**config.mk**
```make
export PLATFORM = sky130hd
export DESIGN_NAME = dmem_arbiter
export DESIGN_NICKNAME = d
export VERILOG_FILES = /design/src/rtl/dmem_arbiter.sv
export SDC_FILE = /design/constraint.sdc
export NUM_CORES = 1
export LEC_CHECK = 0
export ABC_CLOCK_PERIOD_IN_PS = 4850
export BUFFER_PORTS_ARGS = -buffer_cell sky130_fd_sc_hd__buf_2
export CORE_AREA = 4 4 115 117
export DETAILED_ROUTE_END_ITERATION = 8
export DIE_AREA = 0 0 119 121
export PLACE_DENSITY = 0.74
export SLEW_MARGIN = 15
export SYNTH_ARGS = -nofsm -noshare
export SYNTH_HDL_FRONTEND = slang
export SYNTH_SLANG_ARGS = --single-unit
```
**constraint.sdc**
```tcl
create_clock -name clk -period 4.85 [get_ports clk]
set_input_delay 0.97 -clock clk [delete_from_list [all_inputs] [get_ports clk]]
set_output_delay 0.97 -clock clk [all_outputs]
set_load 0.01 [all_outputs]
```
**src/rtl/dmem_arbiter.sv**
```systemverilog
// dmem_arbiter: shares the single data-memory port between the pipeline
// memory stage (port 0) and a secondary master (port 1). Port 0 has fixed
// priority, and port 1 is guaranteed a grant after STARVE_MAX consecutive
// port-0 grants while it waits. Read data comes back to the issuing port as a
// one-cycle rvalid pulse, RD_LATENCY+1 cycles after the grant.
//
// Handshake: a requester holds req/we/addr/wdata stable until gnt is high in
// the same cycle. The access is accepted in that cycle. Dropping req before
// gnt withdraws the request with no side effect. rvalid is a one-cycle pulse
// with no back-pressure.
module dmem_arbiter #(
   parameter int ADDR_W     = 32,
   parameter int DATA_W     = 32,
   parameter int RD_LATENCY = 1,
   parameter int STARVE_MAX = 4
) (
   input  logic              clk,
   input  logic              rst,
   input  logic              p0_req,
   input  logic              p0_we,
   input  logic [ADDR_W-1:0] p0_addr,
   input  logic [DATA_W-1:0] p0_wdata,
   output logic              p0_gnt,
   output logic              p0_rvalid,
   output logic [DATA_W-1:0] p0_rdata,
   input  logic              p1_req,
   input  logic              p1_we,
   input  logic [ADDR_W-1:0] p1_addr,
   input  logic [DATA_W-1:0] p1_wdata,
   output logic              p1_gnt,
   output logic              p1_rvalid,
   output logic [DATA_W-1:0] p1_rdata,
   output logic [ADDR_W-1:0] dmem_addr,
   output logic              dmem_write_en,
   output logic [DATA_W-1:0] dmem_val_out,
   input  logic [DATA_W-1:0] dmem_val_in,
   output logic              busy
);

   localparam int SW = $clog2(STARVE_MAX + 1);

   typedef enum logic {IDLE = 1'b0, RD_WAIT = 1'b1} state_t;

   state_t            state, state_d;
   logic              owner;
   logic [ADDR_W-1:0] rd_addr;
   logic [2:0]        lat_cnt;
   logic [SW-1:0]     starve_cnt;
   logic              capture;
   logic              rd_grant;

   // Arbitration, memory-port muxing and next-state; reset forces all outputs low.
   always_comb begin
      state_d       = state;
      p0_gnt        = 1'b0;
      p1_gnt        = 1'b0;
      dmem_addr     = '0;
      dmem_write_en = 1'b0;
      dmem_val_out  = '0;
      busy          = 1'b0;
      capture       = 1'b0;
      rd_grant      = 1'b0;
      if (!rst) begin
         case (state)
            IDLE: begin
               if (p1_req && (!p0_req || starve_cnt == SW'(STARVE_MAX))) begin
                  p1_gnt        = 1'b1;
                  dmem_addr     = p1_addr;
                  dmem_write_en = p1_we;
                  dmem_val_out  = p1_wdata;
                  rd_grant      = !p1_we;
               end else if (p0_req) begin
                  p0_gnt        = 1'b1;
                  dmem_addr     = p0_addr;
                  dmem_write_en = p0_we;
                  dmem_val_out  = p0_wdata;
                  rd_grant      = !p0_we;
               end
               if (rd_grant) state_d = RD_WAIT;
            end
            RD_WAIT: begin
               busy      = 1'b1;
               dmem_addr = rd_addr;
               if (lat_cnt == 3'(RD_LATENCY)) begin
                  capture = 1'b1;
                  state_d = IDLE;
               end
            end
            default: state_d = IDLE;
         endcase
      end
   end

   // State, read tracking, starvation counter and returned-data registers.
   always_ff @(posedge clk or posedge rst) begin
      if (rst) begin
         state      <= IDLE;
         owner      <= 1'b0;
         rd_addr    <= '0;
         lat_cnt    <= '0;
         starve_cnt <= '0;
         p0_rvalid  <= 1'b0;
         p1_rvalid  <= 1'b0;
         p0_rdata   <= '0;
         p1_rdata   <= '0;
      end else begin
         state     <= state_d;
         p0_rvalid <= capture && !owner;
         p1_rvalid <= capture && owner;
         if (rd_grant) begin
            owner   <= p1_gnt;
            rd_addr <= dmem_addr;
            lat_cnt <= 3'd1;
         end else if (capture) begin
            lat_cnt <= '0;
         end else if (state == RD_WAIT) begin
            lat_cnt <= lat_cnt + 3'd1;
         end
         if (capture && !owner) p0_rdata <= dmem_val_in;
         if (capture && owner)  p1_rdata <= dmem_val_in;
         if (!p1_req || p1_gnt) begin
            starve_cnt <= '0;
         end else if (p0_gnt && starve_cnt != SW'(STARVE_MAX)) begin
            starve_cnt <= starve_cnt + SW'(1);
         end
      end
   end

endmodule

```
==> flow_metrics.py <==
metrics = {
    "timing": {
        "holdWs_ps": 499.4,
        "fin_ws_ps": 966.6,
        "maxSlewViolCount": 0,
        "setup_viol": 0,
        "fin_tns_setup_ps": 0,
        "clock_skew_ps": 11.21,
        "clock.fmax_mhz": 257.5,
        "min_period_ps": 3883,
        "worstMarginPinSlew_ps": 1153,
        "fin_crit_sh_pct": 80.07,
        "rsz0062_at_grt": "no",
        "finalHoldViolCount": 0,
        "maxSlewHeadroom_pct": 23.11,
    },
    "yosys": {
        "synthTopCellsByArea": "dfrtp_1 (53%), mux2_2 (22%), a221o_1 (6.4%)",
        "syn_area_um2": 5015,
        "synth_most_common_cell": "dfrtp_1",
        "avgSynthCellArea_um2": 13.44,
        "synthTopCellsByCount": "dfrtp_1 (106), mux2_2 (96), a221o_1 (32), a22o_1 (32), and2_1 (30)",
        "ys.flop_type": "dfrtp_1",
        "yosys.area.top_type_share_pct": 52.89,
        "synth_cell_types": 36,
        "yosysWarningCount": 0,
        "yosysSeqAreaShare_pct": 52.89,
        "synthesis.nets": 543,
        "synth-async-reset-ratio_pct": 100.0,
        "synth_top_cell_by_area": "dfrtp_1",
        "syn_inst": 373,
        "ys_seq_elements": 106,
        "synth_edf_count": 0,
    },
    "critical_path": {
        "critPathLaunchType": "input port",
        "crit_path_top_delay_cell": "inv_2",
        "critical_path.max_stage_delay_ps": 790,
        "crit_chain": "buf_2, nor2_2, nand3_2, inv_2, a221o_1, buf_2",
        "r2r_slack_ps": 2370,
        "endpoint_kind": "output port",
        "critPathKind": "input port to output port",
        "reg2regPathDepth": 6,
        "worstPathRequired_ps": 3880,
        "timing.rr.start": "starve_cnt[0]$_DFFE_PP0P_",
        "cp_num_buf_inv": 3,
        "arrival_ps": 2910,
        "cp_max_fo": 65,
        "cpMostUsedCell": "buf_2",
        "regToRegEndpoint": "rd_addr[18]$_DFFE_PP0P_",
        "cpLargestDelayFamily": "buffers and inverters",
    },
    "clock_network": {
        "htree_levels": 3,
        "cts_tree": "done",
        "cts_hold_buf": 0,
        "clock_path_buffers": 2,
        "cts.repair.resized": 0,
        "cts_root_buf": "clkbuf_16",
        "cts-buffers-inserted": 9,
        "cts_sinks": 106,
        "cts_setup_buffers": 0,
        "clk_latency_ps": 340,
        "clk_pin_slew_ps": 70,
    },
    "global_route": {
        "top_usage_layer": "met2",
        "grtUsageMet1_pct": 21.97,
        "antenna_found_initial": 4,
        "use_met2_pct": 38.04,
        "grt_use_met3_pct": 6.667,
        "grt_pass1_vias": 4534,
        "grt_pass1_wl_um": 23510,
        "overflow": 0,
        "grt_max_degree": 74,
        "grtUsageTotal_pct": 20.69,
    },
    "job": {
        "maxCapViolations": 0,
    },
    "floorplanning": {
        "io_pins": 300,
        "die_w_um": 119,
        "core-area_um2": 12360,
        "die_y_um": 121,
        "fp.dieArea_um2": 14400,
        "start_util_pct": 40.56,
        "rows": 41,
    },
    "routing": {
        "vias_per_cell": 5.160,
        "post_drt_wl_per_cell_um": 18.43,
        "drc": 0,
        "vias": 4334,
        "drt-initial-drc-count": 143,
        "wl_um": 15480,
        "drt.antenna.violating_nets": 0,
        "drt_pass1_iterations": 4,
    },
    "pwr": {
        "power_leakage_nw": 3.745,
        "p_int_mw": 2.455,
        "pwr-share-comb_pct": 37.8,
        "peakVddDrop_uv": 341.3,
        "p_clk_share_pct": 22.0,
        "total_power_mw": 3.659,
        "swShare_pct": 32.92,
        "p_per_area_nw_per_um2": 526.8,
        "p_sw_mw": 1.205,
        "p_seq_share_pct": 40.2,
    },
    "min_path": {
        "hold_path.startpoint": "rd_addr[9]$_DFFE_PP0P_",
        "hold_path_depth": 1,
        "min_path_type": "flip-flop to flip-flop",
        "hold_end": "rd_addr[9]$_DFFE_PP0P_",
    },
    "finish": {
        "nNetsFinal": 829,
        "final_cell_area_um2": 6947,
        "fillers": 1052,
        "drive_gt1_share_pct": 64.01,
        "syn2layout_area_growth_pct": 38.52,
    },
    "outcome": {
        "status": "completed",
    },
    "placement": {
        "place_area_um2": 6599,
        "post-dp-hpwl_um": 11980,
        "place.gp.congestion": 0.8873,
        "io_buffers": 299,
        "dp_slack_ps": 981.6,
    },
}
==> cells by family (layout without fill, tap and decap cells) <==
family	after synthesis	in the layout	synth area share, %
compound gates	77	77	14.10
mux	96	96	21.56
simple gates	55	55	6.712
fa+ha+maj	4	4	0.9980
flops	106	106	52.89
buf+inv	35	326	3.742
other cells	0	4	0
==> layout make-up <==
class                           count  area (µm²)  area share (%)
Inverter                            8       32.53          0.4683
Tap cell                          172       215.2           3.098
Clock inverter                      7       112.6           1.621
Clock buffer                        9       225.2           3.242
Sequential cell                   106        2653           38.18
Multi-Input combinational cell    232        2180           31.38
Antenna cell                        4       10.01          0.1441
Timing Repair Buffer              302        1519           21.87
==> layer usage <==
layer	part of all wire [%]	up-vias	wire, µm
met5	0	-	0
met1	36	2117	5619
met4	2.5	0	391
met2	52	217	8092
met3	8.9	21	1373
li1	-	1979	-
==> how the worst max path moves through the flow <==
stage               start                     end  cells past startpoint
floorplan             rst  lat_cnt[0]$_DFFE_PP0P_                      1
global placement      rst           dmem_addr[11]                      6
detailed placement    rst           dmem_addr[18]                      6
CTS                   rst           dmem_addr[18]                      6
global route          rst           dmem_addr[19]                      6
finish                rst           dmem_addr[18]                      6
==> state kept, by name, indices dropped and copies added (netlist names) <==
register    flops
p1_rdata       32
rd_addr        32
p0_rvalid       1
lat_cnt         3
owner           1
state           1
starve_cnt      3
p0_rdata       32
p1_rvalid       1
==> layout by cell type (no fill, tap or decap), drive strengths merged, types with 2 or more instances in the layout <==
cell | Yosys | layout
buf | 21 | 302
dfrtp | 106 | 106
mux2 | 96 | 96
and2 | 33 | 33
a221o | 32 | 32
a22o | 32 | 32
inv | 8 | 10
clkbuf | 6 | 9
nand2 | 5 | 5
diode | 0 | 4
ha | 4 | 4
nor2 | 4 | 4
nand3 | 4 | 4
o21ai | 2 | 2
nand3b | 2 | 2
a21boi | 2 | 2
nand2b | 2 | 2
bufinv | 0 | 2
o22ai | 2 | 2
clkinv | 0 | 2
==> metrics by stage <==
step / instances / utilization, %
after floorplan: 373 / -
after global placement: 820 / 53.38
after detailed placement: 820 / 53.38
after CTS: 836 / 56.11
after global routing: 840 / 56.19
final: 840 / 56.19
==> power by group through the flow <==
stage               clock, mW  combinational (mW)  sequential [mW]
floorplan                   0               0.735             1.57
global placement            0                1.37             1.47
detailed placement          0                1.40             1.48
CTS                     0.829                1.40             1.47
global route            0.862                1.51             1.52
finish                  0.804                1.38             1.47
==> worst reg2reg max path, cell delays in order, from the launching register on <==
cell and delay (ps):
dfrtp_1 400, inv_1 80, ha_1 190, a21bo_2 200, nand3_2 140, o22ai_4 880
mux2_2 460
(Power assumes the default switching activity.)
